[src/rtl/cm0_mtx_o_np.sv]
// N-input AHB-Lite output stage for the Cortex-M0 bus matrix with an integrated registered arbiter.
// Define CM0_MTX_O_FIXED_PRI_EN for fixed lowest-index-wins priority; round-robin otherwise.
module cm0_mtx_o_np #(
  parameter int NUM_PORTS = 4,
  parameter int ADDR_W    = 32,
  parameter int DATA_W    = 32,
  parameter int USER_W    = 32
) (
  input  logic                        HCLK,
  input  logic                        HRESETn,
  input  logic [NUM_PORTS-1:0]        sel_op,
  input  logic [NUM_PORTS-1:0]        held_tran_op,
  input  logic [NUM_PORTS*ADDR_W-1:0] addr_op,
  input  logic [NUM_PORTS*USER_W-1:0] auser_op,
  input  logic [NUM_PORTS*2-1:0]      trans_op,
  input  logic [NUM_PORTS-1:0]        write_op,
  input  logic [NUM_PORTS*3-1:0]      size_op,
  input  logic [NUM_PORTS*3-1:0]      burst_op,
  input  logic [NUM_PORTS*4-1:0]      prot_op,
  input  logic [NUM_PORTS*4-1:0]      master_op,
  input  logic [NUM_PORTS-1:0]        mastlock_op,
  input  logic [NUM_PORTS*DATA_W-1:0] wdata_op,
  input  logic [NUM_PORTS*USER_W-1:0] wuser_op,
  input  logic                        HREADYOUTM,
  output logic [NUM_PORTS-1:0]        active_op,
  output logic                        HSELM,
  output logic [ADDR_W-1:0]           HADDRM,
  output logic [USER_W-1:0]           HAUSERM,
  output logic [1:0]                  HTRANSM,
  output logic                        HWRITEM,
  output logic [2:0]                  HSIZEM,
  output logic [2:0]                  HBURSTM,
  output logic [3:0]                  HPROTM,
  output logic [3:0]                  HMASTERM,
  output logic                        HMASTLOCKM,
  output logic [DATA_W-1:0]           HWDATAM,
  output logic [USER_W-1:0]           HWUSERM,
  output logic                        HREADYMUXM
);

  localparam int PORT_W = (NUM_PORTS > 1) ? $clog2(NUM_PORTS) : 1;

  logic [NUM_PORTS-1:0] req;
  logic [PORT_W-1:0]    addr_port;
  logic [PORT_W-1:0]    data_port;
  logic [PORT_W-1:0]    next_port;
  logic                 no_port;
  logic                 slave_sel;
  logic                 hsel_lock;
  logic                 hlock_arb;
  logic                 hold;
  logic                 any_req;

  assign req     = held_tran_op & sel_op;
  assign any_req = |req;

  // Handshake: HREADYMUXM is the shared ready. A transfer phase only advances on a
  // rising HCLK where HREADYMUXM=1; while it is 0 every register below holds its value.
  assign HREADYMUXM = slave_sel ? HREADYOUTM : 1'b1;

  // The grant is held across locked sequences and BUSY/SEQ burst continuations.
  assign hlock_arb = HMASTLOCKM & (hsel_lock | HSELM);
  assign hold      = !no_port & (hlock_arb | HTRANSM[0]);

`ifdef CM0_MTX_O_FIXED_PRI_EN
  always_comb begin
    next_port = addr_port;
    for (int i = NUM_PORTS - 1; i >= 0; i--) begin
      if (req[i]) next_port = PORT_W'(i);
    end
  end
`else
  logic [PORT_W-1:0] last_grant;
  logic              rr_found;
  int                rr_idx;

  // Scan starts one past the previous winner so each requester waits at most NUM_PORTS-1 grants.
  always_comb begin
    next_port = addr_port;
    rr_found  = 1'b0;
    rr_idx    = 0;
    for (int k = 1; k <= NUM_PORTS; k++) begin
      rr_idx = (int'(last_grant) + k) % NUM_PORTS;
      if (!rr_found && req[PORT_W'(rr_idx)]) begin
        rr_found  = 1'b1;
        next_port = PORT_W'(rr_idx);
      end
    end
  end

  always_ff @(posedge HCLK or negedge HRESETn) begin
    if (!HRESETn) begin
      last_grant <= PORT_W'(NUM_PORTS - 1);
    end else if (HREADYMUXM && !hold && any_req) begin
      last_grant <= next_port;
    end
  end
`endif

  always_ff @(posedge HCLK or negedge HRESETn) begin
    if (!HRESETn) begin
      addr_port <= '0;
      no_port   <= 1'b1;
      data_port <= '0;
      slave_sel <= 1'b0;
      hsel_lock <= 1'b0;
    end else if (HREADYMUXM) begin
      data_port <= addr_port;
      slave_sel <= HSELM;
      if (HSELM && HTRANSM[1] && HMASTLOCKM) begin
        hsel_lock <= 1'b1;
      end else if (!HMASTLOCKM) begin
        hsel_lock <= 1'b0;
      end
      if (!hold) begin
        if (any_req) begin
          addr_port <= next_port;
          no_port   <= 1'b0;
        end else begin
          no_port   <= 1'b1;
        end
      end
    end
  end

  // Address/control mux; an unused encoding of addr_port leaves the outputs at X.
  always_comb begin
    active_op  = '0;
    HSELM      = 1'b0;
    HADDRM     = '0;
    HAUSERM    = '0;
    HTRANSM    = 2'b00;
    HWRITEM    = 1'b0;
    HSIZEM     = '0;
    HBURSTM    = '0;
    HPROTM     = '0;
    HMASTERM   = '0;
    HMASTLOCKM = 1'b0;
    if (!no_port) begin
      HSELM      = 1'bx;
      HADDRM     = 'x;
      HAUSERM    = 'x;
      HTRANSM    = 'x;
      HWRITEM    = 1'bx;
      HSIZEM     = 'x;
      HBURSTM    = 'x;
      HPROTM     = 'x;
      HMASTERM   = 'x;
      HMASTLOCKM = 1'bx;
      for (int i = 0; i < NUM_PORTS; i++) begin
        if (addr_port == PORT_W'(i)) begin
          active_op[i] = 1'b1;
          HSELM        = sel_op[i];
          HADDRM       = addr_op[i*ADDR_W +: ADDR_W];
          HAUSERM      = auser_op[i*USER_W +: USER_W];
          HTRANSM      = trans_op[i*2 +: 2];
          HWRITEM      = write_op[i];
          HSIZEM       = size_op[i*3 +: 3];
          HBURSTM      = burst_op[i*3 +: 3];
          HPROTM       = prot_op[i*4 +: 4];
          HMASTERM     = master_op[i*4 +: 4];
          HMASTLOCKM   = mastlock_op[i];
        end
      end
    end
  end

  always_comb begin
    HWDATAM = 'x;
    HWUSERM = 'x;
    for (int i = 0; i < NUM_PORTS; i++) begin
      if (data_port == PORT_W'(i)) begin
        HWDATAM = wdata_op[i*DATA_W +: DATA_W];
        HWUSERM = wuser_op[i*USER_W +: USER_W];
      end
    end
  end

endmodule
[config.mk]
export PLATFORM = sky130hd
export DESIGN_NAME = cm0_mtx_o_np
export DESIGN_NICKNAME = d
export VERILOG_FILES = /design/src/rtl/cm0_mtx_o_np.sv
export SDC_FILE = /design/constraint.sdc
export NUM_CORES = 1
export LEC_CHECK = 0
export ABC_AREA = 1
export CORE_AREA = 5 5 286 288
export CTS_BUF_LIST = sky130_fd_sc_hd__clkbuf_8
export CTS_CLUSTER_DIAMETER = 200
export DETAILED_ROUTE_END_ITERATION = 8
export DIE_AREA = 0 0 291 293
export SETUP_SLACK_MARGIN = 0.4
export SLEW_MARGIN = 30
export SYNTH_ARGS = -nofsm -noshare
export SYNTH_HDL_FRONTEND = slang
export SYNTH_SLANG_ARGS = --single-unit
[constraint.sdc]
create_clock -name HCLK -period 4.64 [get_ports HCLK]
set_input_delay 0.928 -clock HCLK [delete_from_list [all_inputs] [get_ports HCLK]]
set_output_delay 0.928 -clock HCLK [all_outputs]
set_load 0.05 [all_outputs]
==> results.yml, run 1 <==
status:
  status: "finished clean"
final_layout:
  layout-drive-gt1-share_pct: 11.94
  area_growth_pct: 181.5
  fillCellCount: 9034
  fin_nets: 2263
  stdcell_count: 2720
  fin_util_pct: 17.58
yosys:
  synth_top_family_by_area: "compound AO/OA/AOI/OAI gates"
  netlist_area_mm2: 0.004910
  ys_seq_area_share_pct: 4.664
  synth_xor_area_share_pct: 0.3568
  yosys.cell_types.count: 30
  syn_nets: 1582
  synth_top_area_share_pct: 22.32
  ys_ff_latch: 9
  muxShareOfSynthArea_pct: 0
  syn_area_per_cell_um2: 4.974
  syn_inst: 987
  synth_compound_area_share_pct: 43.96
  yosysWarningCount: 0
  synth-simple-area-share_pct: 40.01
  synth_top_area_cell: "o21ai_0"
  synthTopCellsByArea: "o21ai_0 22%, nand2_1 22%, o221ai_1 11%"
  synthAdderAreaFrac_pct: 0
clock_network:
  cts_num_sinks: 9
  clock_latency_ns: 0.24
  cts_max_level: 1
  clkTransAtPathRegs_ns: 0.05
  tritoncts: "done"
  numCtsBuffers: 3
  postCtsSetupBuffers: 0
  clock_tree.root_cell: "clkbuf_8"
  cts.path.max_buffers: 2
  hold_buffers: 0
  cts_resized: 0
power_and_ir_drop:
  p_sw_mw: 7.320
  peakVddDrop_mv: 0.4722
  p_int_mw: 3.617
  pwr-share-seq_pct: 2.4
  p_comb_share_pct: 96.7
  switching_share_pct: 66.93
  cellPowerDensity_mw_per_mm2: 791.4
  p_leak_nw: 5.309
  clkPwrFrac_pct: 0.9
sta:
  slew_headroom_pct: 46.06
  worst_pin_slew_ns: 0.8006
  clock_skew_ns: 0.002345
  setup_viol: 0
  rsz0062_at_grt: "false"
  setup_tns_ns: 0
  post-route-min-period_ns: 3.843
  slew_violations: 0
  timing.final.crit_share_pct: 82.82
  finalHoldViolCount: 0
  fmax_ghz: 0.2602
worst_setup_path:
  crit_fanout: 39
  r2r-start: "addr_port[1]"
  reg2reg_to: "addr_port[0]"
  cp-endpoint: "HWUSERM[2]"
  arrival_ns: 2.91
  crit_start: "data_port[0]"
  cpPeakStageDelay_ns: 0.65
  r2r_slack_ns: 2.19
  cp-end-kind: "output pin"
  worstSetupStartpointType: "flip-flop"
  slowest_stage: "o21ai_0"
  r2r_cells: 12
  crit_type: "flip-flop to output pin"
  crit_chain: "inv_1, nor2_1, inv_2, nand2_2, buf_12, nor2_1, o21ai_0, buf_12"
  crit_required_ns: 3.71
drt:
  drt_wl_total_um: 66360
  viasPerCell: 3.703
  drcViolationCount: 0
  vias: 10070
  wl_per_cell_um: 24.40
  firstDrtPassIters: 5
  drtIter0Drc: 506
  ant_nets: 0
die:
  core_area_mm2: 0.07861
  die_h_um: 293
  rows: 103
  io_pins: 747
  dieArea_mm2: 0.08526
  start_util_pct: 6.245
  fp.dieW_um: 291
place:
  dp_cells: 2713
  dp_hpwl_um: 59620
  numPortBuffers: 746
  place_congestion: 1.004
grt:
  grt_pass1_vias: 10090
  grt_pass1_wl_um: 86150
  globalRouteOverflowTotal: 0
  grtUsageTotal_pct: 14.39
  antenna_found_initial: 38
  grt_max_degree: 85
worst_hold_path:
  hold_path_class: "flip-flop to flip-flop"
  hold_start: "hsel_lock"
job:
  maxCapViolCount: 0
==> cells in the mapped netlist <==
master / count
nor2_1: 78
nor3_1: 1
nand3b_1: 1
nand3_2: 2
buf_1: 6
a21oi_2: 2
nand2_2: 5
o21bai_1: 1
dfstp_2: 3
nand2_4: 3
nor2_2: 1
buf_4: 3
o21ai_0: 219
inv_2: 3
nand2_1: 288
xor2_1: 1
o221ai_1: 60
a21oi_1: 81
o21ai_1: 19
a21boi_2: 1
buf_2: 35
clkbuf_1: 48
inv_1: 19
xnor2_1: 1
nand2_8: 1
dfrtp_1: 6
nand3_1: 92
buf_6: 4
inv_4: 2
nand4_1: 1
==> worst min-delay path by stage <==
stage | cells after the start | slack, ns | end
3_5_place_dp | 2 | 0.52 | hsel_lock
5_1_grt | 2 | 0.55 | hsel_lock
6_report | 2 | 0.53 | hsel_lock
2_1_floorplan | 2 | 0.49 | hsel_lock
3_3_place_gp | 2 | 0.51 | hsel_lock
4_1_cts | 2 | 0.52 | hsel_lock
==> metal layers <==
| layer | GRT usage (%) | wire, um |
|---|---|---|
| met1 | 16.47 | 25670 |
| met2 | 26.31 | 33070 |
| met3 | 5.367 | 6433 |
| met4 | 1.844 | 1069 |
| met5 | 0 | 121 |
==> cells in the final DEF, fill, tap and decap left out, drive strengths merged <==
cell | synthesis | routed
clkdlybuf4s50 | 0 | 603
nand2 | 297 | 297
o21ai | 238 | 238
buf | 48 | 169
nand3 | 94 | 94
a21oi | 83 | 83
nor2 | 79 | 79
o221ai | 60 | 60
inv | 24 | 24
dfrtp | 6 | 6
diode | 0 | 3
clkbuf | 48 | 3
dfstp | 3 | 3
nand3b | 1 | 1
nor3 | 1 | 1
nand4 | 1 | 1
a21boi | 1 | 1
xor2 | 1 | 1
xnor2 | 1 | 1
o21bai | 1 | 1
clkinv | 0 | 1
==> power groups by stage <==
stage               clock (mW)  combinational, mW  sequential, mW
floorplan                    0               6.05           0.140
global placement             0               10.8           0.273
detailed placement           0               10.8           0.275
CTS                     0.0932               10.9           0.275
global route            0.0988               11.3           0.278
finish                  0.0934               10.6           0.265
==> area by class of cell <==
type	count	area [um^2]	area share (%)
timing repair buffer	772	7968	57.66
sequential	9	229.0	1.657
tap	1050	1314	9.507
inverter	24	95.09	0.6881
clock inverter	1	5.005	0.03622
clock buffer	3	41.29	0.2988
multi-input combinational	858	4160	30.10
antenna	3	7.507	0.05432
==> stage by stage <==
stage                     power, mW  hold slack (ns)  setup slack, ns  instance area (um^2)
after CTS                     11.22           0.5234           0.5141                 13810
after global routing          11.64           0.5529           0.5100                 13810
final                         10.94           0.5253           0.7972                 13820
after detailed placement      11.10           0.5168           0.7712                 13770
after floorplan               6.187           0.4941            1.529                  4910
after global placement        11.10           0.5131           0.8250                 13770
==> state kept, by name, summed over array words and instances (netlist names) <==
signal	count
slave_sel	1
data_port	2
hsel_lock	1
no_port	1
addr_port	2
last_grant	2
==> cells by family (layout without fill, tap and decap cells) <==
| logic type | count (synthesis) | in the layout |
|---|---|---|
| xor gates and xnor gates | 2 | 2 |
| buffers and inverters | 120 | 800 |
| AOI/OAI and AO/OA | 383 | 383 |
| and+or+nand+nor | 473 | 473 |
| DFF | 9 | 9 |
| other | 0 | 3 |
==> worst max-delay path: cells and delay by family, from the launching register on <==
family | cells | cell delay, ns
buf+inv | 4 | 0.93
compound gates | 1 | 0.65
flops | 1 | 0.64
simple gates | 3 | 0.44
No activity file was read; power rests on OpenSTA's default activity.
==> run 2: changes to the inputs <==
--- a/config.mk
+++ b/config.mk
@@ -6,11 +6,11 @@
 export NUM_CORES = 1
 export LEC_CHECK = 0
 export ABC_AREA = 1
-export CORE_AREA = 5 5 286 288
+export CORE_AREA = 5 5 289 291
 export CTS_BUF_LIST = sky130_fd_sc_hd__clkbuf_8
 export CTS_CLUSTER_DIAMETER = 200
 export DETAILED_ROUTE_END_ITERATION = 8
-export DIE_AREA = 0 0 291 293
+export DIE_AREA = 0 0 294 296
 export SETUP_SLACK_MARGIN = 0.4
 export SLEW_MARGIN = 30
 export SYNTH_ARGS = -nofsm -noshare
==> constraint.sdc (replaced) <==
create_clock -name HCLK -period 4 [get_ports HCLK]
set_input_delay 0.8 -clock HCLK [delete_from_list [all_inputs] [get_ports HCLK]]
set_output_delay 0.8 -clock HCLK [all_outputs]
set_load 0.05 [all_outputs]
==> run 2 against run 1 <==
Worst hold slack better by 0.0086 ns. Power is 28% higher. Sequential share of layout area is 0.085 points lower. Combinational power is 28% higher. Count of clock-buffer cells in the layout stayed put. Sequential power is 18% higher. Critical path type unchanged. Critical endpoint is now HWUSERM[22]. Highest routed layer unchanged.
==> results.yml, run 2 (synthesis gave the netlist of run 1 again) <==
clock_network:
  clock_tree.root_cell: "clkbuf_8"
  hold_buffers: 0
  clock_latency_ns: 0.24
  tritoncts: "done"
  cts.path.max_buffers: 2
  cts_max_level: 1
  postCtsSetupBuffers: 0
  cts_num_sinks: 9
  numCtsBuffers: 3
  clkTransAtPathRegs_ns: 0.05
die:
  start_util_pct: 6.115
  io_pins: 747
  dieArea_mm2: 0.08702
  core_area_mm2: 0.08029
  fp.dieW_um: 294
  rows: 104
  die_h_um: 296
sta:
  rsz0062_at_grt: "false"
  slew_headroom_pct: 60.81
  setup_viol: 0
  timing.final.crit_share_pct: 84.23
  post-route-min-period_ns: 3.369
  fmax_ghz: 0.2968
  setup_tns_ns: 0
  worst_pin_slew_ns: 0.5879
  slew_violations: 0
  clock_skew_ns: 0.009065
  finalHoldViolCount: 0
  setup_ws_ns: 0.6308
final_layout:
  area_growth_pct: 199.9
  final_common_cell: "clkdlybuf4s50_1"
  fin_nets: 2274
  layout_common_cells: "601 x clkdlybuf4s50_1, 287 x nand2_1, 219 x o21ai_0"
  stdcell_count: 2747
  top_regs: "addr_port (2), data_port (2), last_grant (2)"
  fin_util_pct: 18.34
  fillCellCount: 9121
  layout-drive-gt1-share_pct: 12.69
power_and_ir_drop:
  cellPowerDensity_mw_per_mm2: 954.0
  p_leak_nw: 5.605
  power.total_mw: 14.05
  p_int_mw: 5.334
  peakVddDrop_mv: 0.5091
  pwr-share-seq_pct: 2.2
  clkPwrFrac_pct: 0.7
  switching_share_pct: 62.03
  p_sw_mw: 8.715
  p_comb_share_pct: 97.0
status:
  status: "finished clean"
worst_setup_path:
  r2r_slack_ns: 1.56
  worstSetupStartpointType: "flip-flop"
  crit_required_ns: 3.20
  crit_fanout: 49
  arrival_ns: 2.57
  cp-end-kind: "output pin"
  crit_type: "flip-flop to output pin"
grt:
  grtUsageTotal_pct: 14.54
  antenna_found_initial: 43
  grt_pass1_vias: 10170
  grt_pass1_wl_um: 87460
  globalRouteOverflowTotal: 0
  grt_max_degree: 76
worst_hold_path:
  hold_path_class: "flip-flop to flip-flop"
drt:
  ant_nets: 0
  drt_wl_total_um: 68950
  wl_per_cell_um: 25.10
  vias: 10200
  firstDrtPassIters: 5
  drcViolationCount: 0
  viasPerCell: 3.712
  drtIter0Drc: 474
place:
  place_congestion: 0.9012
  dpl_worst_slack_ns: 0.6749
  numPortBuffers: 746
  dp_hpwl_um: 61780
  dp_cells: 2734
job:
  maxCapViolCount: 0
-- run 2: cell type report --
| class | count | area, um^2 | area share (%) |
|---|---|---|---|
| sequential | 9 | 231.5 | 1.572 |
| clock buffer | 3 | 41.29 | 0.2804 |
| antenna | 9 | 22.52 | 0.1529 |
| inverter | 24 | 95.09 | 0.6457 |
| multi-input combinational | 858 | 4160 | 28.25 |
| tap | 1060 | 1326 | 9.006 |
| clock inverter | 1 | 3.754 | 0.02549 |
| timing repair buffer | 783 | 8846 | 60.07 |
-- run 2: final timing paths --
path	cells past startpoint	from	endpoint
worst max-delay path	8	data_port[0]	HWUSERM[22]
worst min-delay path	2	hsel_lock	hsel_lock
worst max register to register	9	no_port	addr_port[1]
worst min register to register	2	hsel_lock	hsel_lock
max in group asynchronous	1	HRESETn	last_grant[1]
min in group asynchronous	1	HRESETn	hsel_lock
-- run 2: power by group through the flow --
stage,Sequential [mW],Clock [mW],Combinational [mW]
finish,0.313,0.104,13.6
floorplan,0.163,0,7.01
global placement,0.314,0,13.9
CTS,0.317,0.106,13.9
global route,0.325,0.111,14.4
detailed placement,0.318,0,13.9
-- run 2: metrics by stage --
stage	area, um^2	hold WS (ns)
floorplan	4910	0.4941
global placement	14660	0.5118
detailed placement	14660	0.5208
CTS	14700	0.5286
global route	14710	0.5465
finish	14730	0.5339
-- run 2: timing repair --
item,CTS,global route
hold endpoints to repair,0,0
setup endpoints to repair,0,41
gates resized for setup,0,2
-- run 2: critical path, stage by stage, from the launching register on --
cell and delay, ns:
dfrtp_1 0.65, inv_1 0.20, nor2_1 0.15, inv_2 0.07, nand2_2 0.20, buf_12 0.27
nor2_1 0.06, o21ai_0 0.45, buf_12 0.22
-- run 2: metal layers --
metal | wire length, um | GRT usage [%]
met5 | 136 | 0
met4 | 1634 | 2.827
met3 | 7470 | 5.901
met2 | 34520 | 26.60
met1 | 25190 | 15.94
==> run 3: changes to the inputs <==
--- a/config.mk
+++ b/config.mk
@@ -6,11 +6,11 @@
 export NUM_CORES = 1
 export LEC_CHECK = 0
 export ABC_AREA = 1
-export CORE_AREA = 5 5 289 291
+export CORE_AREA = 5 5 284 286
 export CTS_BUF_LIST = sky130_fd_sc_hd__clkbuf_8
 export CTS_CLUSTER_DIAMETER = 200
 export DETAILED_ROUTE_END_ITERATION = 8
-export DIE_AREA = 0 0 294 296
+export DIE_AREA = 0 0 289 291
 export SETUP_SLACK_MARGIN = 0.4
 export SLEW_MARGIN = 30
 export SYNTH_ARGS = -nofsm -noshare
==> constraint.sdc (replaced) <==
create_clock -name HCLK -period 2.72 [get_ports HCLK]
set_input_delay 0.544 -clock HCLK [delete_from_list [all_inputs] [get_ports HCLK]]
set_output_delay 0.544 -clock HCLK [all_outputs]
set_load 0.05 [all_outputs]
==> run 3 against run 2 <==
Via count grew 11%. Final cell count is 4.3% higher. Combinational power grew 120%. Count of clock-buffer cells in the layout unchanged. Highest routed layer unchanged. Sequential share of layout area shrank 0.38 points. Utilization increased by 6.8 points. Critical path type unchanged. Die area fell by 3.4%. Critical path depth up 2. Non-clock buffer count is 125 higher. Worst hold slack better by 0.018 ns.
==> results.yml, run 3 (synthesis gave the netlist of run 1 again) <==
status:
  status: "finished clean"
drt:
  wl_per_cell_um: 29.13
  viasPerCell: 3.964
  drcViolationCount: 0
  vias: 11360
  ant_nets: 0
  firstDrtPassIters: 5
  drt_wl_total_um: 83450
  drtIter0Drc: 447
grt:
  globalRouteOverflowTotal: 0
  grtUsageTotal_pct: 17.16
  grt_pass1_vias: 11320
  grt_pass1_wl_um: 98680
  antenna_found_initial: 28
  grt_max_degree: 53
sta:
  setup_ws_ns: 0.2385
  timing.final.crit_share_pct: 91.23
  finalHoldViolCount: 0
  post-route-min-period_ns: 2.482
  setup_viol: 0
  worst_pin_slew_ns: 0.4516
  fmax_ghz: 0.4030
  slew_violations: 0
  slew_headroom_pct: 69.80
  clock_skew_ns: 0.001842
  rsz0062_at_grt: "true"
clock_network:
  numCtsBuffers: 3
  clock_latency_ns: 0.23
  clkTransAtPathRegs_ns: 0.05
  cts_max_level: 1
  tritoncts: "done"
  cts_num_sinks: 9
  cts.path.max_buffers: 2
  clock_tree.root_cell: "clkbuf_8"
place:
  numPortBuffers: 746
  place_congestion: 0.8649
  dpl_worst_slack_ns: -0.005437
  dp_hpwl_um: 56140
power_and_ir_drop:
  peakVddDrop_mv: 0.8722
  cellPowerDensity_mw_per_mm2: 1519
  p_leak_nw: 7.474
worst_setup_path:
  r2r_slack_ns: 0.67
  arrival_ns: 1.94
  crit_type: "flip-flop to output pin"
  cp-end-kind: "output pin"
  worstSetupStartpointType: "flip-flop"
  crit_required_ns: 2.18
  crit_fanout: 7
die:
  dieArea_mm2: 0.08410
  core_area_mm2: 0.07810
  fp.dieW_um: 289
  start_util_pct: 6.287
  die_h_um: 291
  io_pins: 747
  rows: 103
final_layout:
  seqCellArea_um2: 232.7
  fillCellCount: 8417
  layout_common_cells: "594 x clkdlybuf4s50_1, 236 x nand2_1, 150 x buf_12"
  fin_util_pct: 25.10
  final_common_cell: "clkdlybuf4s50_1"
  top_regs: "addr_port (2), data_port (2), last_grant (2)"
  fin_nets: 2406
  area_growth_pct: 299.2
  multi_input_area_mm2: 0.006282
  layout-drive-gt1-share_pct: 39.67
worst_hold_path:
  hold_path_class: "flip-flop to flip-flop"
job:
  maxCapViolCount: 0
## run 3: changes by cell type in the layout (fill, tap and decap cells not counted), sizes merged
cell           previous run  this run
nand2                   297       302
clkdlybuf4s50           601       594
diode                     9         5
clkinv                    0         5
buf                     182       294
bufbuf                    0         2
inv                      25        22
clkbuf                    3        21
## run 3: final timing paths
path | from | endpoint | depth (start not counted)
min in group asynchronous | HRESETn | hsel_lock | 1
setup / recovery | addr_port[1] | HBURSTM[1] | 10
max in group asynchronous | HRESETn | no_port | 1
setup reg to reg | addr_port[0] | addr_port[1] | 12
hold / removal | hsel_lock | hsel_lock | 2
hold reg to reg | hsel_lock | hsel_lock | 2
## run 3: worst max-delay path, stage by stage (launching register included)
cell	delay, ns
dfrtp_1	0.43
inv_4	0.11
nand2_8	0.12
clkinv_16	0.12
buf_12	0.14
buf_16	0.15
nand2_1	0.06
nand3_1	0.07
o21ai_1	0.08
a21oi_2	0.21
buf_12	0.18
## run 3: repair_timing
action,in CTS,in global routing
cloned,37,21
pin swaps,32,144
hold buffers,0,0
gates resized for setup,182,390
endpoints found under the setup margin,146,148
setup buffers,43,21
## run 3: area by class of cell
| cell class | instances | share of cell area, % |
|---|---|---|
| Timing Repair Buffer | 908 | 58.87 |
| Multi-Input combinational cell | 863 | 32.05 |
| Tap cell | 1050 | 6.702 |
| Sequential cell | 9 | 1.187 |
| Inverter | 24 | 0.7724 |
| Clock buffer | 3 | 0.2106 |
| Timing Repair inverter | 2 | 0.1277 |
| Antenna cell | 5 | 0.06383 |
| Clock inverter | 1 | 0.01915 |
## run 3: report_power, final
group	switching [mW]	internal [mW]
combinational	16.8	12.5
sequential	0.135	0.226
clock	0.0566	0.0986
## run 3: per-layer routing
layer | global-route usage, % | routed length [um]
met1 | 16.30 | 27010
met2 | 31.27 | 43190
met5 | 0 | 169
met3 | 9.507 | 10270
met4 | 5.527 | 2818
## run 3: metrics by stage
step	instance area [um^2]	setup TNS [ns]	instances	hold WS, ns	total power [mW]
after floorplan	5371	0	987	0.2484	11.44
after global placement	15280	-0.01313	2734	0.5085	22.03
after detailed placement	15280	-0.005437	2734	0.5433	22.03
after CTS	17330	0	2818	0.5508	26.58
after global routing	19600	0	2865	0.5694	31.05
final	19600	0	2865	0.5515	29.78
